**src/rtl/matrix_readout.sv**
```systemverilog
// Read-side sequencer for matrix_storage: validates a (m,n,slot) request, then
// walks the matrix row-major, one rd_en strobe per element, streaming to a sink.
module matrix_readout #(
    parameter int MAX_DIM    = 5,
    parameter int ELEM_WIDTH = 8,
    parameter int DIM_BITS   = 3,
    parameter int TIMEOUT    = 4
) (
    input  logic                  clk,
    input  logic                  rst_n,
    input  logic                  start,
    input  logic [3:0]            m,
    input  logic [3:0]            n,
    input  logic                  slot_idx,
    input  logic                  abort,
    output logic [3:0]            query_m,
    output logic [3:0]            query_n,
    input  logic                  query_slot0_valid,
    input  logic                  query_slot1_valid,
    output logic                  rd_en,
    output logic [3:0]            rd_m,
    output logic [3:0]            rd_n,
    output logic                  rd_slot_idx,
    output logic [DIM_BITS-1:0]   rd_row_idx,
    output logic [DIM_BITS-1:0]   rd_col_idx,
    input  logic [ELEM_WIDTH-1:0] rd_elem,
    input  logic                  rd_elem_valid,
    output logic [ELEM_WIDTH-1:0] out_data,
    output logic                  out_valid,
    input  logic                  out_ready,
    output logic                  out_eol,
    output logic                  out_last,
    output logic                  busy,
    output logic                  done,
    output logic                  err,
    output logic [1:0]            err_code
);
    localparam int TMO_W = $clog2(TIMEOUT + 1);

    typedef enum logic [2:0] {S_IDLE, S_CHECK, S_REQ, S_WAIT, S_OUT} state_t;

    state_t                r_state, w_next;
    logic [3:0]            r_m, r_n;
    logic                  r_slot;
    logic [DIM_BITS-1:0]   r_row, r_col;
    logic [TMO_W-1:0]      r_tmo;
    logic [ELEM_WIDTH-1:0] r_data;
    logic                  r_done, r_err;
    logic [1:0]            r_err_code;

    logic       w_dims_ok, w_slot_ok, w_hs, w_eol, w_last, w_accept;
    logic       w_set_err;
    logic [1:0] w_code;

    assign w_dims_ok = (m >= 4'd1) && (m <= 4'(MAX_DIM)) && (n >= 4'd1) && (n <= 4'(MAX_DIM));
    assign w_slot_ok = r_slot ? query_slot1_valid : query_slot0_valid;
    assign w_hs      = (r_state == S_OUT) && out_ready;
    assign w_eol     = (4'(r_col) == r_n - 4'd1);
    assign w_last    = w_eol && (4'(r_row) == r_m - 4'd1);
    assign w_accept  = (r_state == S_IDLE) && start && !abort;

    always_comb begin
        w_next    = r_state;
        w_set_err = 1'b0;
        w_code    = 2'b00;
        case (r_state)
            S_IDLE: begin
                if (start) begin
                    if (w_dims_ok) begin
                        w_next = S_CHECK;
                    end else begin
                        w_set_err = 1'b1;
                        w_code    = 2'b01;
                    end
                end
            end
            S_CHECK: begin
                if (w_slot_ok) begin
                    w_next = S_REQ;
                end else begin
                    w_next    = S_IDLE;
                    w_set_err = 1'b1;
                    w_code    = 2'b10;
                end
            end
            S_REQ:  w_next = S_WAIT;
            S_WAIT: begin
                if (rd_elem_valid) begin
                    w_next = S_OUT;
                end else if (r_tmo == TMO_W'(TIMEOUT - 1)) begin
                    w_next    = S_IDLE;
                    w_set_err = 1'b1;
                    w_code    = 2'b11;
                end
            end
            S_OUT: begin
                if (out_ready) w_next = w_last ? S_IDLE : S_REQ;
            end
            default: w_next = S_IDLE;
        endcase
        // abort overrides everything, including errors detected this cycle
        if (abort) begin
            w_next    = S_IDLE;
            w_set_err = 1'b0;
        end
    end

    always_ff @(posedge clk or negedge rst_n) begin
        if (!rst_n) begin
            r_state    <= S_IDLE;
            r_m        <= '0;
            r_n        <= '0;
            r_slot     <= 1'b0;
            r_row      <= '0;
            r_col      <= '0;
            r_tmo      <= '0;
            r_data     <= '0;
            r_done     <= 1'b0;
            r_err      <= 1'b0;
            r_err_code <= 2'b00;
        end else begin
            r_state <= w_next;
            r_done  <= w_hs && w_last && !abort;
            r_err   <= w_set_err;
            r_tmo   <= (r_state == S_WAIT) ? r_tmo + TMO_W'(1) : '0;
            if (w_set_err)     r_err_code <= w_code;
            else if (w_accept) r_err_code <= 2'b00;
            if (w_accept) begin
                r_m    <= m;
                r_n    <= n;
                r_slot <= slot_idx;
                r_row  <= '0;
                r_col  <= '0;
            end
            if (r_state == S_WAIT && rd_elem_valid) r_data <= rd_elem;
            if (w_hs && !w_last) begin
                if (w_eol) begin
                    r_col <= '0;
                    r_row <= r_row + DIM_BITS'(1);
                end else begin
                    r_col <= r_col + DIM_BITS'(1);
                end
            end
        end
    end

    assign busy        = (r_state != S_IDLE);
    assign rd_en       = (r_state == S_REQ);
    assign out_valid   = (r_state == S_OUT);
    assign out_eol     = out_valid && w_eol;
    assign out_last    = out_valid && w_last;
    assign out_data    = r_data;
    assign done        = r_done;
    assign err         = r_err;
    assign err_code    = r_err_code;
    assign query_m     = busy ? r_m : 4'd0;
    assign query_n     = busy ? r_n : 4'd0;
    assign rd_m        = busy ? r_m : 4'd0;
    assign rd_n        = busy ? r_n : 4'd0;
    assign rd_slot_idx = busy && r_slot;
    assign rd_row_idx  = busy ? r_row : '0;
    assign rd_col_idx  = busy ? r_col : '0;
endmodule

```
**config.mk**
```make
export PLATFORM = sky130hd
export DESIGN_NAME = matrix_readout
export DESIGN_NICKNAME = d
export VERILOG_FILES = /design/src/rtl/matrix_readout.sv
export SDC_FILE = /design/constraint.sdc
export NUM_CORES = 1
export LEC_CHECK = 0
export ABC_AREA = 1
export CORE_MARGIN = 5
export CORE_UTILIZATION = 45
export CTS_BUF_LIST = sky130_fd_sc_hd__clkbuf_8 sky130_fd_sc_hd__clkbuf_16
export DETAILED_ROUTE_END_ITERATION = 7
export PLACE_DENSITY = 0.86
export SYNTH_ARGS = -nofsm -noshare
export SYNTH_HDL_FRONTEND = slang
export SYNTH_SLANG_ARGS = --single-unit
```
**constraint.sdc**
```tcl
create_clock -name clk -period 1.9 [get_ports clk]
set_input_delay 0.475 -clock clk [delete_from_list [all_inputs] [get_ports clk]]
set_output_delay 0.475 -clock clk [all_outputs]
set_load 0.05 [all_outputs]
```
# Word level (Yosys, flattened, before mapping)
# Cells that the tools add are included.
# W data, S select, Z words.
[classes] n_addsub=5 magnitude_cmp=4 n_eq_ne=11 n_mux=36 reduce_logical=21
[op_table] op="$mux W3" count=15
[op_table] op="$pmux W3 S5" count=1
[op_table] op="$logic_and A1 B1 Y1" count=14
[op_table] op="$mux W2" count=7
[op_table] op="$add A3 B1 Y3 const B" count=3
[op_table] op="$eq A3 B2 Y1 const B" count=3
[op_table] op="$mux W1" count=9
[op_table] op="$eq A3 B4 Y1" count=2
[op_table] op="$ge A4 B1 Y1 const B" count=2
[op_table] op="$le A4 B3 Y1 const B" count=2
[op_table] op="$mux W4" count=2
[op_table] op="$sub A4 B1 Y4 const B" count=2
[op_table] op="$ne A3 B3 Y1 const B" count=2
[op_table] op="$pmux W2 S3" count=1
[op_table] op="$ne A4 B4 Y1 const B" count=1
[op_table] op="$reduce_and A4 Y1" count=1
[op_table] op="$reduce_bool A2 Y1" count=2
[op_table] op="$eq A3 B1 Y1 const B" count=1
[op_table] op="$eq A3 B3 Y1 const B" count=1
[op_table] op="$logic_not A3 Y1" count=1
[op_table] op="$ne A3 B2 Y1 const B" count=1
[op_table] op="$pmux W1 S3" count=1
[op_table] op="$reduce_bool A3 Y1" count=1
[op_table] op="$logic_not A1 Y1" count=2
[totals] reg_bits=33 output_inout_bits=40 elab_cells=88

# Longest topological paths before layout
# Gate-level depths: netlist of run 1.
[logic_depth] ltp_word=9 ltp_mapped=13

# Worst setup path before layout of run 1
# No wires, ideal clock.
[synth_path] path_type="flip-flop to output port" start="register r_n[0]" end="output port out_eol" arrival_time_ns=2.119 required_ns=1.425 setup_slack_ns=-0.694 path_stages_with_launch=8 path_buffers=0 path_cell_list="dfrtp_1 -> inv_2 -> ha_1 -> nand2_1 -> inv_1 -> nor2_1 -> nand3_1 -> nor3_1"
[synth_between] elab_chain_len=3
[synth_lines] element="start: declaration" line="43" text="logic [3:0] r_m, r_n;"
[synth_lines] element="start signal: assignment" line="130" text="r_n <= n;"
[synth_lines] element="$sub A4 B1 Y4" line="58" text="assign w_eol = (4'(r_col) == r_n - 4'd1);"
[synth_lines] element="$eq A3 B4 Y1" line="58"
[synth_lines] element="$logic_and A1 B1 Y1" line="150" text="assign out_eol = out_valid && w_eol;"
[synth_lines] element="end: declaration" line="31" text="output logic out_eol,"
# No other way between the ends.

# Worst setup path after layout of run 1
[layout_path] start="register r_m[1]" end="output port out_last"
[layout_between] elab_chain_len=4
[layout_lines] element="start: declaration" line="43"
[layout_lines] element="start signal: assignment" line="129" text="r_m <= m;"
[layout_lines] element="$sub A4 B1 Y4" line="59" text="assign w_last = w_eol && (4'(r_row) == r_m - 4'd1);"
[layout_lines] element="$eq A3 B4 Y1" line="59"
[layout_lines] element="$logic_and A1 B1 Y1" line="59"
[layout_lines] element="$logic_and A1 B1 Y1" line="151" text="assign out_last = out_valid && w_last;"
[layout_lines] element="end: declaration" line="32" text="output logic out_last,"
# No other way between the ends.

==> run summary, run 1 <==
Synth Flop Type -> dfrtp_1
Failing checks -> setup timing
Ys async rst share -> 100%
CP peak stage delay -> 0.40 ns
Fmax -> 0.446 GHz
Routed Wire Length -> 5.35 mm
I/O Pins -> 65
Total Die Area -> 5920 um^2
Reg2reg end -> r_m[2]$_DFFE_PN0P_
R2R Path Start -> r_state[0]$_DFFE_PN0P_
Min cycle time layout -> 2.24 ns
DRC -> 0
Post-synth EDFFs -> 0
Initial DRC count -> 55
CTS tree -> done
DR vias -> 1925
Power Density -> 572 nW/um^2
DRT Pass-1 Iters -> 4
HPWL after DPL -> 3.82 mm
Die Y -> 77.0 um
Layout cells sized above 1 -> 37.9%
Antenna Cells -> 0
Synth top area share -> 40.9%
Fin. max-slew vios -> 0
First-pass GRT wire length -> 8.96 mm
Routed len/inst -> 13.4 um
Post-synth top cells -> nand2_1 (59), nor2_1 (43), inv_1 (40)
Final Cell Area -> 3240 um^2
Worst R2R Setup Slack -> 0.12 ns
Critical path class -> register to output port
Worst setup path startpoint -> r_m[1]$_DFFE_PN0P_
Worst Path Required -> 1.42 ns
Reg2Reg Depth -> 8
Worst Slack Setup Final -> -0.344 ns
Most frequent cell after synthesis -> nand2_1
CTS buffer count -> 5
Fin crit share -> 118%
RSZ-0062 raised after global routing -> true
Starting Density -> 46.3%
Finished Layout Cells -> 398
Slew @ Worst Pin -> 0.408 ns
Yosys reg bits -> 33
P&R area growth vs syn -> 60.6%
Final antenna-violating net count -> 0
Syn avg cell area -> 7.85 um^2
Max VDD drop -> 0.000453 V
Post-synthesis sequential area ratio -> 40.9%
Crit-path slowest cell -> dfrtp_1
Final hold slack -> 0.441 ns
Total track usage -> 18.6%
H-Tree Depth -> 2
GRT overflow -> 0
Arr. time, crit path -> 1.77 ns
Synth top area cells -> dfrtp_1 (41%), nand2_1 (11%), nor2_1 (8.0%)
Leakage -> 1.69 nW
Syn nets -> 288
Die Wd -> 77.0 um
Clock Path Buffers -> 2
Hold Path Class -> register to register
Setup-failing EPs final -> 26
Slew headroom -> 72.8%
Vias in the first global route -> 2090
Clock Sinks -> 33
Final Hold Fails -> 0
FP Rows -> 24
Vias per cell -> 4.84
Clk slew on worst S/H paths -> 0.07 ns
Warnings, synthesis -> 0
Max FO, Critical Path -> 2
DP Area -> 2830 um^2
Final nets -> 377
CP Capture Point -> out_last
Initial antenna violation count -> 0
Utilization after layout -> 74.4%
Crit path launch type -> register
Largest net degree at the start of global routing -> 34
Number of buffers added on ports -> 64
Placer Congestion -> 0.839
Area leader, netlist -> dfrtp_1
Worst skew pair latency -> 0.29 ns
CP Capture Type -> output port
MaxCap Viol Count -> 0
Worst-path cell chain -> inv_2 -> ha_4 -> nand2_1 -> inv_1 -> nor2_1 -> nand3_1 -> nor2_2 -> nand2_4 -> nor2_4 -> buf_12
Synth Instances -> 257
Root Buffer Master -> clkbuf_8
Run status -> finished, violations left
Inst Count DP -> 379
Post-synth cell types -> 31
Final setup TNS -> -1.46 ns
Post-Syn Area -> 2020 um^2
Layout Skew -> 0.00534 ns
CORE AREA -> 4350 um^2
[cells by family after synthesis]
| group | synth area share (%) |
|---|---|
| buf+inv | 12.4 |
| mux | 5.96 |
| compound gates | 4.16 |
| simple gates | 31.9 |
| flops | 40.9 |
| xor+xnor | 0.869 |
| fa+ha+maj | 3.72 |
[routing by layer]
layer / share of wire, % / vias to the layer above / routed length [um] / global-route usage, %
met4: 1.7 / 0 / 89 / 8.22
met1: 38 / 875 / 2040 / 19.4
li1: - / 965 / - / -
met2: 53 / 73 / 2830 / 34.0
met3: 7.3 / 12 / 389 / 5.27
met5: 0 / - / 0 / 0
[state kept, by name (all words and copies together) (netlist names)]
signal	flops
err	1
out_data	8
r_tmo	3
r_slot	1
r_col	3
r_m	4
done	1
r_row	3
err_code	2
r_state	3
r_n	4
[layout by cell type (no fill, tap or decap), types with 3 or more instances in the layout]
cell type,netlist,final
a21oi_1,4,4
buf_12,0,7
buf_4,8,37
buf_6,2,15
buf_8,0,10
clkbuf_8,0,6
clkdlybuf4s50_1,0,24
dfrtp_1,33,33
ha_1,6,4
inv_1,40,36
inv_2,2,6
mux2_4,8,8
nand2_1,59,57
nand2_2,2,3
nand3_1,18,17
nor2_1,43,24
nor2_2,2,5
nor2_4,1,17
o21ai_0,4,4
o21ai_1,4,4
[power breakdown]
group | switching [W] | internal (W) | total [W]
sequential | 0.0000235 | 0.000740 | 0.000763
clock | 0.000249 | 0.000282 | 0.000531
combinational | 0.000311 | 0.000247 | 0.000558
[area by class of cell]
type / instances / area [um^2]
clock buffer: 6 / 82.6
clock inverter: 1 / 3.75
fill: 306 / 1110
inverter: 43 / 165
multi-input combinational: 170 / 1120
sequential: 33 / 826
tap: 52 / 65.1
timing repair buffer: 93 / 977
[worst min-delay path by stage]
stage / depth (start not counted) / endpoint / from
final: 1 / r_tmo[0]$_DFF_PN0_ / r_tmo[0]$_DFF_PN0_
after global routing: 1 / r_tmo[0]$_DFF_PN0_ / r_tmo[0]$_DFF_PN0_
after floorplan: 0 / done$_DFF_PN0_ / rst_n
after CTS: 1 / r_tmo[0]$_DFF_PN0_ / r_tmo[0]$_DFF_PN0_
after global placement: 1 / r_tmo[0]$_DFF_PN0_ / r_tmo[0]$_DFF_PN0_
after detailed placement: 1 / r_tmo[0]$_DFF_PN0_ / r_tmo[0]$_DFF_PN0_
[repair_timing]
| item | CTS | global route |
|---|---|---|
| pin swaps | 5 | 9 |
| buffers inserted | 7 | 6 |
| resized for setup | 41 | 20 |
| gates cloned | 1 | 0 |
| setup endpoints to repair | 27 | 33 |
| hold buffers | 0 | 0 |
[metrics by stage]
stage	setup slack, ns	power (W)
6_report	-0.344	0.00185
5_1_grt	-0.437	0.00196
4_1_cts	-0.349	0.00182
3_5_place_dp	-0.0899	0.00124
3_3_place_gp	-0.0320	0.00123
2_1_floorplan	-0.229	0.00106
[worst max-delay path: cells and delay by family (launching register included)]
| family | cells | cell delay [ns] |
|---|---|---|
| simple gates | 6 | 0.61 |
| flops | 1 | 0.40 |
| fa+ha+maj | 1 | 0.20 |
| buf+inv | 3 | 0.27 |
No activity file was read; power rests on OpenSTA's default activity.
==> inputs of run 2 (changes only) <==
clock period = 2.7 ns   (was 1.9 ns; I/O delays follow)
==> run summary, run 2 (synthesized netlist as in run 1, its figures left out) <==
DRC -> 0 (unchanged)
RSZ-0062 raised after global routing -> false
CTS buffer count -> 5 (unchanged)
Finished Layout Cells -> 373 (-6.3%)
CTS tree -> done
Arr. time, crit path -> 1.88 ns (+0.11 ns)
Antenna Cells -> 0 (unchanged)
Min cycle time layout -> 2.55 ns
Worst skew pair latency -> 0.28 ns (about the same)
Die Wd -> 77.0 um (unchanged)
Sw power -> 0.000357 W (-39%)
Crit path launch type -> register
Setup-failing EPs final -> 0 (-100%)
Final Hold Fails -> 0 (unchanged)
Total power -> 0.00118 W (-36%)
MaxCap Viol Count -> 0 (unchanged)
Critical path class -> register to output port
Switching power share of the total -> 30.2% (-1.3 points)
CTS hold repair buffers -> 0 (unchanged)
Area of the multi-input gates -> 973 um^2 (-13%)
CP peak stage delay -> 0.38 ns (-0.02 ns)
Reg area -> 826 um^2 (unchanged)
Clock power share -> 30.8% (+2.1 points)
Worst R2R Setup Slack -> 0.89 ns (+0.77 ns)
Most frequent cells in the layout -> nand2_1 (58), nor2_1 (41), inv_1 (40)
Number of buffers added on ports -> 64 (unchanged)
First-pass GRT wire length -> 7.55 mm (-16%)
Fin crit share -> 94.5%
P&R area growth vs syn -> 37.3%
H-Tree Depth -> 2 (unchanged)
Most common cell after layout, fill and taps aside -> nand2_1
FP Rows -> 24 (unchanged)
Max VDD drop -> 0.000366 V (-19%)
Worst setup path startpoint -> r_n[0]$_DFFE_PN0P_
DRT Pass-1 Iters -> 4 (unchanged)
Placer Congestion -> 0.866 (+3.2%)
Max reg flops -> 8 (unchanged)
Power Density -> 427 nW/um^2 (-25%)
DR vias -> 1809 (-6.0%)
Int Power -> 0.000825 W (-35%)
Root Buffer Master -> clkbuf_8
Most numerous cell on the critical path -> nor2_4
Clock Sinks -> 33 (unchanged)
Reg2Reg Depth -> 7 (-1)
CP Capture Point -> out_last
CP Capture Type -> output port
Utilization after layout -> 63.6% (-11 points)
Layout cells sized above 1 -> 14.3% (-24 points)
Largest net degree at the start of global routing -> 34 (unchanged)
Die Y -> 77.0 um (unchanged)
Final antenna-violating net count -> 0 (unchanged)
Routed len/inst -> 12.0 um (-11%)
Flop pwr share -> 45.6% (+4.4 points)
Hold Path Class -> register to register
Final nets -> 352 (-6.6%)
Max FO, Critical Path -> 5 (+3)
Slew headroom -> 65.0% (-7.7 points)
Vias in the first global route -> 1762 (-16%)
Fill cells -> 385 (+26%)
Total Die Area -> 5920 um^2 (unchanged)
Clock Path Buffers -> 2 (unchanged)
Starting Density -> 46.3% (unchanged)
Reg2reg end -> r_row[2]$_DFF_PN0_
Crit-path slowest cell -> dfrtp_1
Layout Skew -> 0.00239 ns (-0.00295 ns)
Vias per cell -> 4.85 (+0.27%)
I/O Pins -> 65 (unchanged)
Worst Path Required -> 2.03 ns (+0.61 ns)
Fin. max-slew vios -> 0 (unchanged)
GRT overflow -> 0 (unchanged)
Inst Count DP -> 363 (-4.2%)
CORE AREA -> 4350 um^2 (unchanged)
Routed Wire Length -> 4.48 mm (-16%)
Slew @ Worst Pin -> 0.523 ns (+0.115 ns)
Run status -> completed
Comb power frac -> 23.6% (-6.5 points)
Initial DRC count -> 69 (+25%)
HPWL after DPL -> 3.50 mm (-8.4%)
Clk slew on worst S/H paths -> 0.06 ns (about the same)
Initial antenna violation count -> 0 (unchanged)
Leakage -> 1.55 nW (-7.9%)
Worst-path cell chain -> inv_2 -> ha_1 -> nand2_1 -> inv_1 -> nor2_1 -> nand3_2 -> nor2_4 -> nand2_4 -> nor2_4 -> buf_12
R2R Path Start -> r_state[0]$_DFFE_PN0P_
Fmax -> 0.392 GHz
Total track usage -> 15.4% (-3.1 points)
-- run 2: changes by cell type in the layout (fill, tap and decap cells not counted), moves of 5 or more --
cell / previous run / this run
nor2_1: 24 / 41
buf_8: 10 / 0
clkdlybuf4s50_1: 24 / 36
buf_6: 15 / 0
buf_4: 37 / 6
nor2_4: 17 / 3
dlygate4sd2_1: 0 / 24
buf_12: 7 / 2
-- run 2: repair_timing --
| item | 4_1_cts | 5_1_grt |
|---|---|---|
| pin swaps | 1 | 2 |
| endpoints found under the setup margin | 25 | 1 |
| gates resized for setup | 25 | 7 |
| setup buffers | 0 | 3 |
-- run 2: worst min path at each step --
stage	startpoint	slack (ns)	to	cells after the start
2_1_floorplan	rst_n	0.38	done$_DFF_PN0_	0
6_report	r_tmo[0]$_DFF_PN0_	0.45	r_tmo[0]$_DFF_PN0_	1
3_5_place_dp	r_tmo[0]$_DFF_PN0_	0.46	r_tmo[0]$_DFF_PN0_	1
5_1_grt	r_tmo[0]$_DFF_PN0_	0.49	r_tmo[0]$_DFF_PN0_	1
4_1_cts	r_tmo[0]$_DFF_PN0_	0.47	r_tmo[0]$_DFF_PN0_	1
3_3_place_gp	r_tmo[0]$_DFF_PN0_	0.42	r_tmo[0]$_DFF_PN0_	1
-- run 2: layer usage --
| layer | wire [um] | track usage (%) | vias to the layer above |
|---|---|---|---|
| met5 | 0 | 0 | - |
| met4 | 32 | 4.02 | 0 |
| met3 | 370 | 5.97 | 3 |
| met2 | 2190 | 27.8 | 60 |
| met1 | 1890 | 16.7 | 832 |
| li1 | - | - | 914 |
-- run 2: area by class of cell --
type | count | area share, %
Multi-Input combinational cell | 170 | 35.2
Sequential cell | 33 | 29.8
Timing Repair Buffer | 68 | 23.7
Inverter | 43 | 5.87
Clock buffer | 6 | 2.98
Tap cell | 52 | 2.35
Clock inverter | 1 | 0.136
-- run 2: power by group through the flow --
stage	Sequential [W]	Clock [W]	Combinational [W]
2_1_floorplan	0.000564	0	0.000162
3_3_place_gp	0.000546	0	0.000269
3_5_place_dp	0.000547	0	0.000276
4_1_cts	0.000538	0.000377	0.000271
5_1_grt	0.000542	0.000398	0.000313
6_report	0.000539	0.000364	0.000279
-- run 2: stage by stage --
step | area (um^2) | hold slack (ns) | TNS [ns] | worst slack [ns]
6_report | 2770 | 0.455 | 0 | 0.147
5_1_grt | 2770 | 0.485 | 0 | 0.00967
4_1_cts | 2720 | 0.470 | -0.0439 | -0.0439
3_5_place_dp | 2660 | 0.462 | 0 | 0.193
3_3_place_gp | 2660 | 0.420 | 0 | 0.236
2_1_floorplan | 2020 | 0.379 | 0 | 0.0501
-- run 2: critical path, delay by kind of cell (launching register included) --
| kind | cells | cell delay (ns) |
|---|---|---|
| simple gates | 6 | 0.66 |
| flops | 1 | 0.38 |
| fa+ha+maj | 1 | 0.31 |
| buf+inv | 3 | 0.25 |
==> inputs of run 3 (changes only) <==
CORE_UTILIZATION = 50   (was 45)
PLACE_DENSITY = 0.94   (was 0.86)
==> run summary, run 3 (synthesized netlist as in run 1, its figures left out) <==
CTS buffer count -> 5 (unchanged)
Clock Path Buffers -> 2 (unchanged)
GRT met1 Usage -> 20.2% (+3.6 points)
CP peak stage delay -> 0.39 ns (about the same)
CTS tree -> done
Most Crowded Layer GR -> met2
Area of the multi-input gates -> 971 um^2 (-0.26%)
Reg area -> 826 um^2 (unchanged)
Slew @ Worst Pin -> 0.513 ns (-0.0101 ns)
Placer Congestion -> 0.840 (-2.9%)
Post-placement setup slack -> 0.193 ns (-0.0000570 ns)
Max reg flops -> 8 (unchanged)
Setup-failing EPs final -> 0 (unchanged)
Crit-path slowest cell -> dfrtp_1
MaxCap Viol Count -> 0 (unchanged)
CORE AREA -> 3940 um^2 (-9.5%)
Final hold slack -> 0.434 ns (-0.0209 ns)
Clk slew on worst S/H paths -> 0.06 ns (about the same)
Total track usage -> 17.8% (+2.4 points)
DR vias -> 1851 (+2.3%)
Die Wd -> 73.5 um (-4.5%)
Root Buffer Master -> clkbuf_8
DP Area -> 2660 um^2 (about the same)
Most common cell after layout, fill and taps aside -> nand2_1
Hold Path Class -> register to register
Slew headroom -> 65.7% (+0.67 points)
Worst skew pair latency -> 0.28 ns (about the same)
I/O Pins -> 65 (unchanged)
DRT Pass-1 Iters -> 5 (+1)
Run status -> completed
Fmax -> 0.382 GHz (-2.4%)
CP Capture Type -> output port
Number of buffers added on ports -> 64 (unchanged)
Fin crit share -> 96.9% (+2.3 points)
Most frequent cells in the layout -> nand2_1 (58), inv_1 (40), nor2_1 (40)
H-Tree Depth -> 2 (unchanged)
Final antenna-violating net count -> 0 (unchanged)
Antenna Cells -> 0 (unchanged)
P&R area growth vs syn -> 36.7%
Min cycle time layout -> 2.61 ns (+0.0622 ns)
Routed Wire Length -> 4.68 mm (+4.4%)
Initial DRC count -> 95 (+38%)
Clock Sinks -> 33 (unchanged)
Initial antenna violation count -> 0 (unchanged)
Crit path launch type -> register
Layout Skew -> 0.00417 ns (+0.00179 ns)
Met3 usage in global routing -> 5.61% (-0.36 points)
Starting Density -> 51.2% (+4.8 points)
Worst path top cell family by delay -> simple AND/OR/NAND/NOR gates
FP Rows -> 23 (-4.2%)
Leakage -> 1.55 nW (-0.36%)
Final Cell Area -> 2760 um^2 (-0.45%)
Max FO, Critical Path -> 5 (unchanged)
Fill cells -> 300 (-22%)
Critical path buffers and inverters -> 3 (unchanged)
Final setup TNS -> 0 ns (unchanged)
Routed len/inst -> 12.6 um (+5.2%)
Vias per cell -> 5.00 (+3.2%)
First-pass GRT wire length -> 7.50 mm (-0.64%)
HPWL after DPL -> 3.59 mm (+2.7%)
Vias in the first global route -> 1757 (-0.28%)
Worst Slack Setup Final -> 0.0850 ns (-0.0622 ns)
Arr. time, crit path -> 1.94 ns (+0.06 ns)
Worst Path Required -> 2.03 ns (about the same)
Final Hold Fails -> 0 (unchanged)
Largest net degree at the start of global routing -> 34 (unchanged)
Final nets -> 351 (-0.28%)
Max VDD drop -> 0.000301 V (-18%)
Total Die Area -> 5400 um^2 (-8.7%)
Worst-path cell chain -> inv_2 -> ha_1 -> nand2_1 -> inv_1 -> nor2_1 -> nand3_1 -> nor2_2 -> nand2_4 -> nor2_4 -> buf_12
Power Density -> 431 nW/um^2 (+0.89%)
DRC -> 0 (unchanged)
Fin. max-slew vios -> 0 (unchanged)
Critical path class -> register to output port
GRT overflow -> 0 (unchanged)
Layout cells sized above 1 -> 14.4% (+0.045 points)
Met2 Track Usage GR -> 32.0% (+4.1 points)
Die Y -> 73.5 um (-4.5%)
[run 3: stage by stage]
| step | utilization [%] | total power, W | cells |
|---|---|---|---|
| finish | 69.9 | 0.00119 | 370 |
| global route | 69.9 | 0.00124 | 370 |
| CTS | 69.0 | 0.00119 | 368 |
| detailed placement | 67.5 | 0.000825 | 361 |
| global placement | 67.5 | 0.000814 | 361 |
| floorplan | - | 0.000726 | 257 |
[run 3: layout make-up]
type | instances | share of cell area, %
clock buffer | 6 | 3.00
clock inverter | 1 | 0.136
inverter | 43 | 5.90
multi-input combinational | 170 | 35.2
sequential | 33 | 30.0
tap | 50 | 2.27
timing repair buffer | 67 | 23.5
[run 3: final timing paths]
| check | from | end | slack [ns] | cells past startpoint |
|---|---|---|---|---|
| setup / recovery | r_m[0]$_DFFE_PN0P_ | out_last | 0.09 | 10 |
| min in group asynchronous | rst_n | r_slot$_DFFE_PN0P_ | 0.79 | 2 |
| hold / removal | r_tmo[0]$_DFF_PN0_ | r_tmo[0]$_DFF_PN0_ | 0.43 | 1 |
| setup reg to reg | r_state[0]$_DFFE_PN0P_ | r_row[2]$_DFF_PN0_ | 0.89 | 7 |
| hold reg to reg | r_tmo[0]$_DFF_PN0_ | r_tmo[0]$_DFF_PN0_ | 0.43 | 1 |
| max in group asynchronous | rst_n | out_data[0]$_DFFE_PN0P_ | 1.61 | 2 |
[run 3: per-layer routing]
metal / routed length [um] / part of all wire (%)
met4: 33 / 0.71
met3: 391 / 8.4
met2: 2310 / 49
met5: 0 / 0
met1: 1940 / 41
[run 3: repair_timing]
item	CTS	global route
pin swaps	1	1
setup buffers	0	2
hold buffers	0	0
resized for setup	25	7
setup endpoints to repair	25	1
[run 3: report_power, final]
group,internal (W),leakage [nW],switching (W)
Sequential,0.000521,0.436,0.0000182
Combinational,0.000106,1.06,0.000178
Clock,0.000198,0.0485,0.000167
